[config.mk]
export PLATFORM = sky130hd
export DESIGN_NAME = pipe_stage_reg
export DESIGN_NICKNAME = d
export VERILOG_FILES = /design/src/rtl/pipe_stage_reg.sv
export SDC_FILE = /design/constraint.sdc
export NUM_CORES = 1
export LEC_CHECK = 0
export ABC_AREA = 0
export BUFFER_PORTS_ARGS = -buffer_cell sky130_fd_sc_hd__buf_2
export CORE_AREA = 5 5 137 204
export DETAILED_ROUTE_END_ITERATION = 16
export DIE_AREA = 0 0 142 209
export PLACE_DENSITY = 0.9
export REMOVE_ABC_BUFFERS = 1
export SYNTH_ARGS = -nofsm -noshare
export SYNTH_HDL_FRONTEND = slang
export SYNTH_SLANG_ARGS = --single-unit
[constraint.sdc]
create_clock -name clk_i -period 2.1 [get_ports clk_i]
set_input_delay 0.42 -clock clk_i [delete_from_list [all_inputs] [get_ports clk_i]]
set_output_delay 0.42 -clock clk_i [all_outputs]
set_load 0.02 [all_outputs]
[src/rtl/pipe_stage_reg.sv]
// Inter-stage pipeline register with a valid/ready handshake and a 2-entry skid buffer.
// Optional back-pressure and flush statistics are built when PIPE_STAGE_STAT_EN is defined.
module pipe_stage_reg #(
    parameter int CTRL_W  = 8,
    parameter int DATA_W  = 32,
    parameter int DATA_CH = 4,
    parameter int ADDR_W  = 5,
    parameter int ADDR_CH = 3
) (
    input  logic                       clk_i,
    input  logic                       rst_i,
    input  logic                       in_valid_i,
    output logic                       in_ready_o,
    input  logic [CTRL_W-1:0]          in_ctrl_i,
    input  logic [DATA_CH*DATA_W-1:0]  in_data_i,
    input  logic [ADDR_CH*ADDR_W-1:0]  in_addr_i,
    input  logic                       bubble_i,
    input  logic                       flush_i,
    output logic                       out_valid_o,
    input  logic                       out_ready_i,
    output logic [CTRL_W-1:0]          out_ctrl_o,
    output logic [DATA_CH*DATA_W-1:0]  out_data_o,
    output logic [ADDR_CH*ADDR_W-1:0]  out_addr_o,
    output logic [15:0]                stall_cnt_o,
    output logic [15:0]                flush_cnt_o
);

    localparam int DW = DATA_CH * DATA_W;
    localparam int AW = ADDR_CH * ADDR_W;

    typedef enum logic [1:0] {
        ST_EMPTY = 2'd0,
        ST_FULL  = 2'd1,
        ST_SKID  = 2'd2
    } state_t;

    state_t            state_r;
    logic              valid_r;
    logic [CTRL_W-1:0] head_ctrl_r;
    logic [DW-1:0]     head_data_r;
    logic [AW-1:0]     head_addr_r;
    logic [CTRL_W-1:0] skid_ctrl_r;
    logic [DW-1:0]     skid_data_r;
    logic [AW-1:0]     skid_addr_r;

    logic              acc_s;
    logic              pop_s;
    logic [CTRL_W-1:0] in_ctrl_s;

    assign in_ready_o  = !rst_i && (state_r != ST_SKID);
    assign acc_s       = in_valid_i && in_ready_o;
    assign pop_s       = valid_r && out_ready_i;

    assign out_valid_o = valid_r;
    assign out_ctrl_o  = head_ctrl_r;
    assign out_data_o  = head_data_r;
    assign out_addr_o  = head_addr_r;

    // Bubble insertion zeroes only the control field of the incoming packet.
    always_comb begin
        in_ctrl_s = in_ctrl_i;
        if (bubble_i) begin
            in_ctrl_s = {CTRL_W{1'b0}};
        end else begin
            in_ctrl_s = in_ctrl_i;
        end
    end

    // Handshake FSM and head/skid storage.
    always_ff @(posedge clk_i) begin
        if (rst_i) begin
            state_r     <= ST_EMPTY;
            valid_r     <= 1'b0;
            head_ctrl_r <= {CTRL_W{1'b0}};
            head_data_r <= {DW{1'b0}};
            head_addr_r <= {AW{1'b0}};
            skid_ctrl_r <= {CTRL_W{1'b0}};
            skid_data_r <= {DW{1'b0}};
            skid_addr_r <= {AW{1'b0}};
        end else if (flush_i) begin
            // Data is left stale; only control is scrubbed so nothing downstream acts on it.
            state_r     <= ST_EMPTY;
            valid_r     <= 1'b0;
            head_ctrl_r <= {CTRL_W{1'b0}};
            skid_ctrl_r <= {CTRL_W{1'b0}};
        end else begin
            case (state_r)
                ST_EMPTY: begin
                    if (acc_s) begin
                        state_r     <= ST_FULL;
                        valid_r     <= 1'b1;
                        head_ctrl_r <= in_ctrl_s;
                        head_data_r <= in_data_i;
                        head_addr_r <= in_addr_i;
                    end
                end
                ST_FULL: begin
                    if (acc_s && pop_s) begin
                        head_ctrl_r <= in_ctrl_s;
                        head_data_r <= in_data_i;
                        head_addr_r <= in_addr_i;
                    end else if (acc_s) begin
                        state_r     <= ST_SKID;
                        skid_ctrl_r <= in_ctrl_s;
                        skid_data_r <= in_data_i;
                        skid_addr_r <= in_addr_i;
                    end else if (pop_s) begin
                        state_r <= ST_EMPTY;
                        valid_r <= 1'b0;
                    end
                end
                ST_SKID: begin
                    if (pop_s) begin
                        state_r     <= ST_FULL;
                        head_ctrl_r <= skid_ctrl_r;
                        head_data_r <= skid_data_r;
                        head_addr_r <= skid_addr_r;
                    end
                end
                default: begin
                    state_r <= ST_EMPTY;
                    valid_r <= 1'b0;
                end
            endcase
        end
    end

`ifdef PIPE_STAGE_STAT_EN
    logic [15:0] stall_cnt_r;
    logic [15:0] flush_cnt_r;

    // Saturating back-pressure and flush event counters.
    always_ff @(posedge clk_i) begin
        if (rst_i) begin
            stall_cnt_r <= 16'h0000;
            flush_cnt_r <= 16'h0000;
        end else begin
            if (valid_r && !out_ready_i && (stall_cnt_r != 16'hFFFF)) begin
                stall_cnt_r <= stall_cnt_r + 16'h0001;
            end
            if (flush_i && (flush_cnt_r != 16'hFFFF)) begin
                flush_cnt_r <= flush_cnt_r + 16'h0001;
            end
        end
    end

    assign stall_cnt_o = stall_cnt_r;
    assign flush_cnt_o = flush_cnt_r;
`else
    assign stall_cnt_o = 16'h0000;
    assign flush_cnt_o = 16'h0000;
`endif

endmodule
Yosys cells after proc, flatten, opt, wreduce, memory -nomap -nowiden
Cells that the tools add are included.
{"block": "totals", "ramBits": 0, "wordCells": 59, "register_bits": 305, "output_inout_bits": 185, "inputBits": 157, "romBits": 0, "n_memories": 0, "latchBits": 0}
{"block": "classes", "div": 0, "n_eq_ne": 10, "n_addsub": 0, "reduce_logical": 14, "magnitude_cmp": 0, "shift": 0, "mul": 0, "n_mux": 24, "bitwise_logic": 3}
{"cell": "$mux 128", "count": 3}
{"cell": "$pmux 128 s3", "count": 1}
{"cell": "$mux 15", "count": 3}
{"cell": "$pmux 15 s3", "count": 1}
{"cell": "$mux 8", "count": 4}
{"cell": "$pmux 8 s3", "count": 1}
{"cell": "$ne 2x2->1 const B", "count": 7}
{"cell": "$reduce_and 4->1", "count": 3}
{"cell": "$mux 2", "count": 5}
{"cell": "$reduce_and 5->1", "count": 2}
{"cell": "$pmux 2 s3", "count": 1}
{"cell": "$logic_and 1x1->1", "count": 4}
{"cell": "$mux 1", "count": 4}
{"cell": "$ne 3x3->1 const B", "count": 1}
{"cell": "$not 1->1", "count": 3}
{"cell": "$pmux 1 s3", "count": 1}
{"cell": "$reduce_and 3->1", "count": 1}
{"cell": "$reduce_bool 3->1", "count": 1}
{"cell": "$eq 2x1->1 const B", "count": 1}
{"cell": "$eq 2x2->1 const B", "count": 1}
{"cell": "$logic_not 2->1", "count": 1}
{"cell": "$reduce_or 2->1", "count": 1}
{"cell": "$logic_not 1->1", "count": 1}

Logic depth before layout (Yosys ltp)
Gate-level depths: netlist (run 1).
{"block": "logic_depth", "depth_word": 6, "ltp_mapped": 8, "ltp_nobuf": 4}

Least setup slack after synthesis (run 1)
Ideal clock, no wire load.
{"block": "synth_path", "path_type": "input-to-reg", "from": "input port rst_i", "to": "register head_data_r[32], in the netlist out_data_o[32]", "cell_stages": 7, "setup_ns": 0.152, "path_buffers": 3, "required_time_ns": 1.948, "arrival_time_ns": 1.757, "slack_ns": 0.191, "path_cell_list": "or3b_1 -> buf_2 -> a21o_1 -> o21ai_2 -> buf_2 -> buf_2 -> a221oi_2"}
{"block": "synth_via", "elab_chain_cells": 6, "word_cells_on_any_way": 7, "classes_between": "eq/ne (2); reduce/logical (5)"}
{"item": "from (decl)", "line": "11", "text": "input logic rst_i,"}
{"item": "$logic_not 1->1", "line": "50", "text": "assign in_ready_o = !rst_i && (state_r != ST_SKID);"}
{"item": "$logic_and 1x1->1", "line": "50"}
{"item": "$logic_and 1x1->1", "line": "51", "text": "assign acc_s = in_valid_i && in_ready_o;"}
{"item": "$logic_and 1x1->1", "line": "98", "text": "if (acc_s && pop_s) begin"}
{"item": "$ne 2x2->1 (no line)"}
{"item": "$reduce_and 5->1 (no line)"}
{"item": "to (signal assigned)", "line": "93", "text": "head_data_r <= in_data_i;"}
{"item": "to (signal assigned)", "line": "100", "text": "head_data_r <= in_data_i;"}
{"item": "to (signal assigned)", "line": "116", "text": "head_data_r <= skid_data_r;"}
{"item": "to (decl)", "line": "40", "text": "logic [DW-1:0] head_data_r;"}
Parallel ways exist; a longest one is shown, timed or not.
A chain may end at the register's enable or synchronous reset.

Worst setup path in the final report (run 1)
{"block": "layout_path", "from": "register state_r[1]", "to": "output port in_ready_o"}
{"block": "layout_via", "elab_chain_cells": 2}
{"item": "from (decl)", "line": "37", "text": "state_t state_r;"}
{"item": "from (signal assigned)", "line": "72", "text": "state_r <= ST_EMPTY;"}
{"item": "from (signal assigned)", "line": "82", "text": "state_r <= ST_EMPTY;"}
{"item": "from (signal assigned)", "line": "90", "text": "state_r <= ST_FULL;"}
{"item": "$ne 2x2->1", "line": "50"}
{"item": "$logic_and 1x1->1", "line": "50"}
{"item": "to (decl)", "line": "13", "text": "output logic in_ready_o,"}
Every way passes these cells.

==> results of run 1 <==
## sequential cells by signal, summed over array words and instances (netlist names)
register and flops:
skid_ctrl_r 8, out_data_o 128, state_r 2, skid_addr_r 15, skid_data_r 128, out_valid_o 1
out_addr_o 15, out_ctrl_o 8
## path summary, 6_finish.rpt
kind	cells past startpoint	end	from	slack, ns
min reg2reg	2	out_data_o[39]	out_data_o[39]	0.46
min	3	skid_addr_r[12]	in_addr_i[12]	0.12
max reg2reg	6	out_addr_o[1]	state_r[1]	0.17
max	5	in_ready_o	state_r[1]	0.05
## per-layer routing
layer  routed length [um]  part of all wire (%)  track usage, %
met1                14900                    35            31.4
met2                20700                    49            44.4
met3                 3590                   8.5            4.76
met4                 3070                   7.3            18.9
met5                    0                     0               0
## critical path: stages, from the launching register on
cell,delay (ns)
dfxtp_1,0.34
buf_4,0.15
nor2b_4,0.17
buf_12,0.19
nor2_1,0.05
buf_2,0.18
## logic make-up (layout without fill, tap and decap cells)
group	after synthesis	in the layout	share of synthesized area, %
AND/OR/NAND/NOR	628	628	20.3
AO/OA/AOI/OAI	446	446	23.7
buffers and inverters	341	550	10.9
flip-flops	305	305	44.4
multiplexers	8	8	0.583
other	1	38	0.0273
## cells in the mapped netlist, drive strengths merged (8+ instances only)
cell type,instances
a21oi,147
a221oi,143
a311oi,8
and3,144
buf,87
clkbuf,109
dfxtp,305
inv,145
mux2i,8
nand2,448
nor2,11
nor2b,9
nor3,8
o21ai,145
## where the power goes
part           switching (mW)  internal [mW]  total [mW]  leakage, nW
clock                    2.28           2.91        5.20        0.465
sequential              0.114           5.96        6.07         2.48
combinational           0.994          0.555        1.55         4.13
## metrics by stage
step | setup slack [ns] | instances | utilization, % | power [mW] | hold slack (ns)
after floorplan | -6.29 | 1564 | - | 6.98 | 0.448
after global placement | 0.0347 | 2252 | 59.4 | 7.67 | 0.446
after detailed placement | -0.0409 | 2252 | 59.4 | 7.71 | 0.450
after CTS | 0.0270 | 2306 | 63.2 | 12.9 | 0.0972
after global routing | -0.0319 | 2312 | 63.3 | 13.3 | 0.0986
final | 0.0481 | 2312 | 63.3 | 12.8 | 0.120
## repair_timing
item,CTS,global route
endpoints found under the setup margin,1,2
setup buffers,1,0
gates cloned,1,0
gates resized for setup,0,2
pin swaps,0,0
## layout make-up
| class | instances | area, um^2 |
|---|---|---|
| antenna | 6 | 15.0 |
| clock inverter | 12 | 105 |
| fill | 2080 | 9590 |
| timing repair buffer | 353 | 2200 |
| sequential | 305 | 6110 |
| clock buffer | 40 | 837 |
| multi-input combinational | 1114 | 6300 |
| tap | 337 | 422 |
| inverter | 145 | 546 |
==> qor.txt, run 1 <==
# hold bufs at CTS: 0
Via Count: 13,700
Critical Path RT: 1.68 ns
Drt drc: 0
Kind of critical path: flip-flop to primary output
CTS sink cnt: 305
Mapped Cells: 1,729
Worst setup SP type: flip-flop
Crit-path max FO: 25
Final period utilization: 97.7%
Cell area after placement: 15,500 um^2
WL/cell: 18.3 um
Share of cells above drive strength 1: 24.5%
# IOs: 342
Area contributors post-synth: dfxtp_1 44%, nand2_1 12%, a221oi_2 7.6%
Minimum clock period: 2.05 ns
First-pass GRT wire length: 67,000 um
Post-DP HPWL: 25,800 um
Number of synthesized flops with an enable pin: 0
Tightest Pin Transition: 0.715 ns
Hold WC Path Type: input pin to flip-flop
Yosys cell types: 30
Area leader, netlist: dfxtp_1
Worst-Skew Late Latency: 0.55 ns
Post-DRT Antenna Nets: 0
Final hold vios: 0
Max-cap violations: 0
Slew HR: 52.4%
Clock skew: 0.0167 ns
Synthesized cell area: 13,700 um^2
Top cell type's share of synthesized area: 44.4%
Nets: 2,105
Die Span X: 142 um
Arr. time, crit path: 1.63 ns
Layout Area Growth over Synthesis: 20.3%
Setup TNS: 0 ns
Pins over their slew limit: 0
CP Capture Type: primary output
GRT Total Usage: 27.0%
Most frequent cells in the layout: 448 x nand2_1, 307 x buf_2, 304 x dfxtp_1
Vias in the first global route: 13,600
Yosys warnings: 0
Drt total wl: 42,200 um
Status: finished clean
Synth async-reset ratio: 0%
Pwr Density: 775 nW/um^2
Initial core utilization: 52.6%
DR iter-0 viols: 1,346
Maximum clock frequency: 487 MHz
Root buf cell: clkbuf_16
Worst VDD drop: 0.000589 V
Commonest non-fill, non-tap cell in the layout: nand2_1
GPL Wtd Cong: 0.831
Post-synthesis sequential area ratio: 44.4%
Total iterations of the first detailed-routing run: 9
GR Overflow Total: 0
Primary FF master, synth: dfxtp_1
Lkg Pwr: 7.07 nW
Setup violators final: 0
RSZ-0062 raised after global routing: true
Cell area after layout: 16,500 um^2
#FFs+latches synth: 305
CTS tree: done
Core area: 26,100 um^2
Pin count of the biggest net entering global routing: 144
H-Tree Depth: 1
# rows: 73
Die area: 29,700 um^2
Port bufs: 309
Clock-pin slew on the worst setup and hold paths: 0.06 ns
Overall die height: 209 um
Initial antenna violation count: 6
DR vias/cell: 5.93
CTS Buffer Depth: 3
CTS Buf Count: 29
Mean Syn Cell Area: 7.95 um^2
Power figures use the tool's default switching activity.
==> run 2, diff against run 1 <==
--- a/config.mk
+++ b/config.mk
@@ -6,7 +6,7 @@
 export NUM_CORES = 1
 export LEC_CHECK = 0
 export ABC_AREA = 0
-export BUFFER_PORTS_ARGS = -buffer_cell sky130_fd_sc_hd__buf_2
+export BUFFER_PORTS_ARGS = -buffer_cell sky130_fd_sc_hd__clkbuf_2
 export CORE_AREA = 5 5 137 204
 export DETAILED_ROUTE_END_ITERATION = 16
 export DIE_AREA = 0 0 142 209
==> qor.txt, run 2 (synthesis gave the netlist of run 1 again) <==
Pins over their slew limit: 0 (unchanged)
# rows: 73 (unchanged)
Cell area after layout: 16,600 um^2 (+0.57%)
Minimum clock period: 2.03 ns (-0.0240 ns)
GRT Total Usage: 26.2% (-0.79 points)
Final period utilization: 96.6% (-1.1 points)
Worst-Skew Late Latency: 0.54 ns (about the same)
Clock-pin slew on the worst setup and hold paths: 0.07 ns (about the same)
Worst VDD drop: 0.000658 V (+12%)
Status: finished clean
Arr. time, crit path: 1.61 ns (-0.02 ns)
H-Tree Depth: 1 (unchanged)
Cells along the critical path: buf_4 > nor2b_4 > buf_12 > nor2_1 > clkbuf_2
# IOs: 342 (unchanged)
R2R depth: 5 (-1)
Worst setup SP type: flip-flop
Non-filler cells, final: 2,314 (+0.087%)
Worst path slowest cell: dfxtp_1
Clock skew: 0.00615 ns (-0.0105 ns)
Met1 WL: 14,600 um (-1.5%)
Initial core utilization: 52.6% (unchanged)
Reg2reg end: out_data_o[117]
Top Layer Used: met4
Setup violators final: 0 (unchanged)
Pin count of the biggest net entering global routing: 161 (+12%)
Vias in the first global route: 13,400 (-1.5%)
Die area: 29,700 um^2 (unchanged)
Post-route core utilization: 63.7% (+0.36 points)
Hold_sp: in_addr_i[12]
Worst path top cell family by delay: buffers and inverters
Final hold vios: 0 (unchanged)
First-pass GRT wire length: 65,300 um (-2.4%)
Overall die height: 209 um (unchanged)
WL/cell: 17.8 um (-2.6%)
Cell area after placement: 15,600 um^2 (+0.76%)
Drt drc: 0 (unchanged)
Placed cells: 2,261 (+0.40%)
Via Count: 13,600 (-0.85%)
Max incr delay on CP: 0.32 ns (-0.02 ns)
Initial antenna violation count: 3 (-3)
GPL Wtd Cong: 0.868 (+4.4%)
Post-DP HPWL: 26,200 um (+1.9%)
Post-CTS setup buffers: 1 (unchanged)
Lkg Pwr: 7.05 nW (-0.28%)
DR vias/cell: 5.88 (-0.94%)
CTS Buf Count: 29 (unchanged)
DR iter-0 viols: 1,226 (-8.9%)
CTS sink cnt: 305 (unchanged)
PostCTS Resize Cnt: 0 (unchanged)
Most frequent cells in the layout: 448 x nand2_1, 307 x clkbuf_2, 305 x dfxtp_1
Die Span X: 142 um (unchanged)
Total iterations of the first detailed-routing run: 5 (-4)
Hold WC Path Type: input pin to flip-flop
# hold bufs at CTS: 0 (unchanged)
Core area: 26,100 um^2 (unchanged)
CP Capture Type: primary output
Pwr Density: 771 nW/um^2 (-0.58%)
RSZ-0062 raised after global routing: false
CTS tree: done
Met2 routed WL: 20,500 um (-1.0%)
Post-DRT Antenna Nets: 0 (unchanged)
GR Overflow Total: 0 (unchanged)
Slew HR: 47.6% (-4.8 points)
Critical Path RT: 1.68 ns (about the same)
Port bufs: 309 (unchanged)
Share of cells above drive strength 1: 24.6% (+0.090 points)
Tightest Pin Transition: 0.786 ns (+0.0716 ns)
Kind of critical path: flip-flop to primary output
Maximum clock frequency: 493 MHz (+1.2%)
Hold worst-path end: skid_addr_r[12]
Met3 routed WL: 3080 um (-14%)
WP buf/inv: 3 (unchanged)
Nets: 2,114 (+0.43%)
Root buf cell: clkbuf_16
Worst reg2reg setup slack: 0.12 ns (-0.05 ns)
Crit-path max FO: 18 (-28%)
Max-cap violations: 0 (unchanged)
R2r startpoint: state_r[0]
Layout Area Growth over Synthesis: 21.0%
Commonest non-fill, non-tap cell in the layout: nand2_1
CTS Buffer Depth: 3 (unchanged)
Drt total wl: 41,200 um (-2.5%)
WHS Path Cells: 3 (unchanged)
run 2: worst max-delay path by stage:
stage               start              to  slack, ns  cells past startpoint
2_1_floorplan  state_r[0]   out_addr_o[0]      -6.29                      4
3_3_place_gp        rst_i  out_data_o[10]       0.05                      6
3_5_place_dp        rst_i  out_data_o[19]      -0.05                      6
4_1_cts        state_r[1]      in_ready_o       0.06                      5
5_1_grt        state_r[1]      in_ready_o      0.001                      5
6_report       state_r[1]      in_ready_o       0.07                      5
run 2: metal layers:
metal	vias to the layer above	global-route usage (%)
li1	6246	-
met1	6439	29.6
met2	731	44.4
met3	179	4.08
met4	0	18.4
met5	-	0
run 2: where the power goes:
part / internal (mW) / leakage [nW] / switching (mW) / total, mW
clock: 2.99 / 0.461 / 2.18 / 5.17
sequential: 5.96 / 2.48 / 0.118 / 6.08
combinational: 0.578 / 4.11 / 0.994 / 1.57
run 2: through the flow:
step	TNS (ns)	worst slack (ns)	hold slack (ns)	total power, mW
floorplan	-1308.36	-6.29	0.448	6.98
detailed placement	-0.160	-0.0481	0.455	7.75
CTS	0	0.0562	0.0916	12.9
finish	0	0.0721	0.112	12.8
global route	0	0.00117	0.102	13.2
global placement	0	0.0455	0.448	7.70
run 2: worst reg2reg max path: cells and delay by family, from the launching register on:
family                 cells  cell delay [ns]
flip-flops                 1             0.47
AO/OA/AOI/OAI              3             0.65
buffers and inverters      1             0.35
AND/OR/NAND/NOR            1             0.34
run 2: layout make-up:
cell class / instances / area, um^2
antenna: 3 / 7.51
fill: 2025 / 9490
tap: 337 / 422
inverter: 145 / 546
clock inverter: 5 / 56.3
sequential: 305 / 6110
clock buffer: 43 / 878
timing repair buffer: 362 / 2320
multi-input combinational: 1114 / 6290
==> run 3, diff against run 2 <==
==> constraint.sdc (replaced) <==
create_clock -name clk_i -period 2.05 [get_ports clk_i]
set_input_delay 0.41 -clock clk_i [delete_from_list [all_inputs] [get_ports clk_i]]
set_output_delay 0.41 -clock clk_i [all_outputs]
set_load 0.02 [all_outputs]
==> qor.txt, run 3 (synthesis gave the netlist of run 1 again) <==
Slew HR: 45.1% (-2.4 points)
Fillers: 2,061 (+1.8%)
H-Tree Depth: 1 (unchanged)
GR Overflow Total: 0 (unchanged)
GR Util met3: 4.05% (-0.023 points)
Worst setup SP type: flip-flop
Worst slack, placed: -0.0603 ns (-0.0122 ns)
Cell area after layout: 16,800 um^2 (+0.88%)
Top Usage Layer GRT: met2
# IOs: 342 (unchanged)
Worst-Skew Late Latency: 0.55 ns (about the same)
Post-DP HPWL: 26,300 um (+0.38%)
GPL Wtd Cong: 0.866 (-0.22%)
Max incr delay on CP: 0.52 ns (+0.20 ns)
Status: finished clean
Total iterations of the first detailed-routing run: 7 (+2)
Post-DRT Antenna Nets: 0 (unchanged)
Overall die height: 209 um (unchanged)
Root buf cell: clkbuf_16
Setup violators final: 0 (unchanged)
CTS Buffer Depth: 3 (unchanged)
Kind of critical path: flip-flop to flip-flop
CTS tree: done
Setup TNS: 0 ns (unchanged)
CP Capture Type: flip-flop
Crit. path cell count: 5 (unchanged)
Cells along the critical path: or3b_1 > a21oi_4 > o21ai_4 > buf_12 > a221oi_1
WP buf/inv: 1 (-2)
CTS sink cnt: 305 (unchanged)
Share of cells above drive strength 1: 24.8% (+0.25 points)
Layout Area Growth over Synthesis: 22.1%
# rows: 73 (unchanged)
Nets: 2,122 (+0.38%)
GRT Total Usage: 26.7% (+0.49 points)
DR iter-0 viols: 1,327 (+8.2%)
Pins over their slew limit: 0 (unchanged)
Via Count: 13,600 (+0.15%)
Worst path top cell family by delay: compound AO/OA/AOI/OAI gates
Critical Path RT: 2.47 ns (+0.79 ns)
Drt total wl: 41,500 um (+0.68%)
Cell area after placement: 15,700 um^2 (+0.22%)
Arr. time, crit path: 2.43 ns (+0.82 ns)
Worst VDD drop: 0.000715 V (+8.7%)
Minimum clock period: 2.00 ns
Lkg Pwr: 7.12 nW (+1.0%)
RSZ-0062 raised after global routing: false
Routing usage on met1: 30.3% (+0.69 points)
Initial antenna violation count: 2 (-1)
Pwr Density: 797 nW/um^2 (+3.4%)
Post-route core utilization: 64.2% (+0.56 points)
Setup WS post-layout: 0.0451 ns (-0.0270 ns)
Port bufs: 309 (unchanged)
Max-cap violations: 0 (unchanged)
Pin count of the biggest net entering global routing: 156 (-3.1%)
First-pass GRT wire length: 66,400 um (+1.6%)
Vias in the first global route: 13,700 (+2.4%)
Most frequent cells in the layout: 448 x nand2_1, 307 x clkbuf_2, 305 x dfxtp_1
Final hold vios: 0 (unchanged)
CTS Buf Count: 28 (-3.4%)
Clock skew: 0.0166 ns (+0.0104 ns)
DR vias/cell: 5.86 (-0.32%)
Maximum clock frequency: 499 MHz
Drt drc: 0 (unchanged)
Final period utilization: 97.8%
# hold bufs at CTS: 0 (unchanged)
Die Span X: 142 um (unchanged)
Hold WC Path Type: input pin to flip-flop
Core area: 26,100 um^2 (unchanged)
Crit-path max FO: 50 (+32)
Commonest non-fill, non-tap cell in the layout: nand2_1
Pwr Total: 13.4 mW (+4.3%)
GR Layer Usage met2: 44.6% (+0.15 points)
Clock-pin slew on the worst setup and hold paths: 0.07 ns (about the same)
Worst path slowest cell: or3b_1
R2R depth: 5 (unchanged)
Initial core utilization: 52.6% (unchanged)
WHS Path Cells: 3 (unchanged)
Tightest Pin Transition: 0.823 ns (+0.0366 ns)
Die area: 29,700 um^2 (unchanged)
WL/cell: 17.8 um (+0.20%)
run 3: through the flow:
stage | hold slack, ns | cells
6_report | 0.0902 | 2325
5_1_grt | 0.0780 | 2325
4_1_cts | 0.0655 | 2320
3_5_place_dp | 0.454 | 2264
3_3_place_gp | 0.449 | 2264
2_1_floorplan | 0.448 | 1564
run 3: report_power, final:
group / total, mW / internal (mW) / switching, mW
Clock: 5.52 / 3.26 / 2.26
Sequential: 6.22 / 6.11 / 0.119
Combinational: 1.62 / 0.598 / 1.02
run 3: final cells by class:
cell class | instances | area [um^2] | share of cell area (%)
antenna | 2 | 5.00 | 0.0298
sequential | 305 | 6110 | 36.4
tap | 337 | 422 | 2.51
timing repair buffer | 371 | 2420 | 14.5
multi-input combinational | 1114 | 6300 | 37.6
clock buffer | 46 | 870 | 5.18
inverter | 145 | 546 | 3.25
clock inverter | 5 | 103 | 0.612
run 3: timing repair:
action,CTS,global route
cloned,2,0
endpoints found under the setup margin,1,15
gates resized for setup,0,1
setup buffers,3,3
run 3: routing by layer:
layer	part of all wire (%)	vias up
li1	-	6270
met1	36	6394
met3	7.6	206
met5	0	-
met4	7.6	0
met2	49	746
run 3: worst paths after layout:
check	to	slack, ns	start
worst min register to register	out_data_o[55]	0.47	out_data_o[55]
worst max register to register	out_data_o[94]	0.05	state_r[1]
worst min-delay path	skid_data_r[49]	0.09	in_data_i[49]
worst max-delay path	out_data_o[94]	0.05	state_r[1]
run 3: worst min-delay path: cells and delay by family:
kind | cells | cell delay [ns]
buffers and inverters | 1 | 0.09
AND/OR/NAND/NOR | 1 | 0.05
AO/OA/AOI/OAI | 1 | 0.05
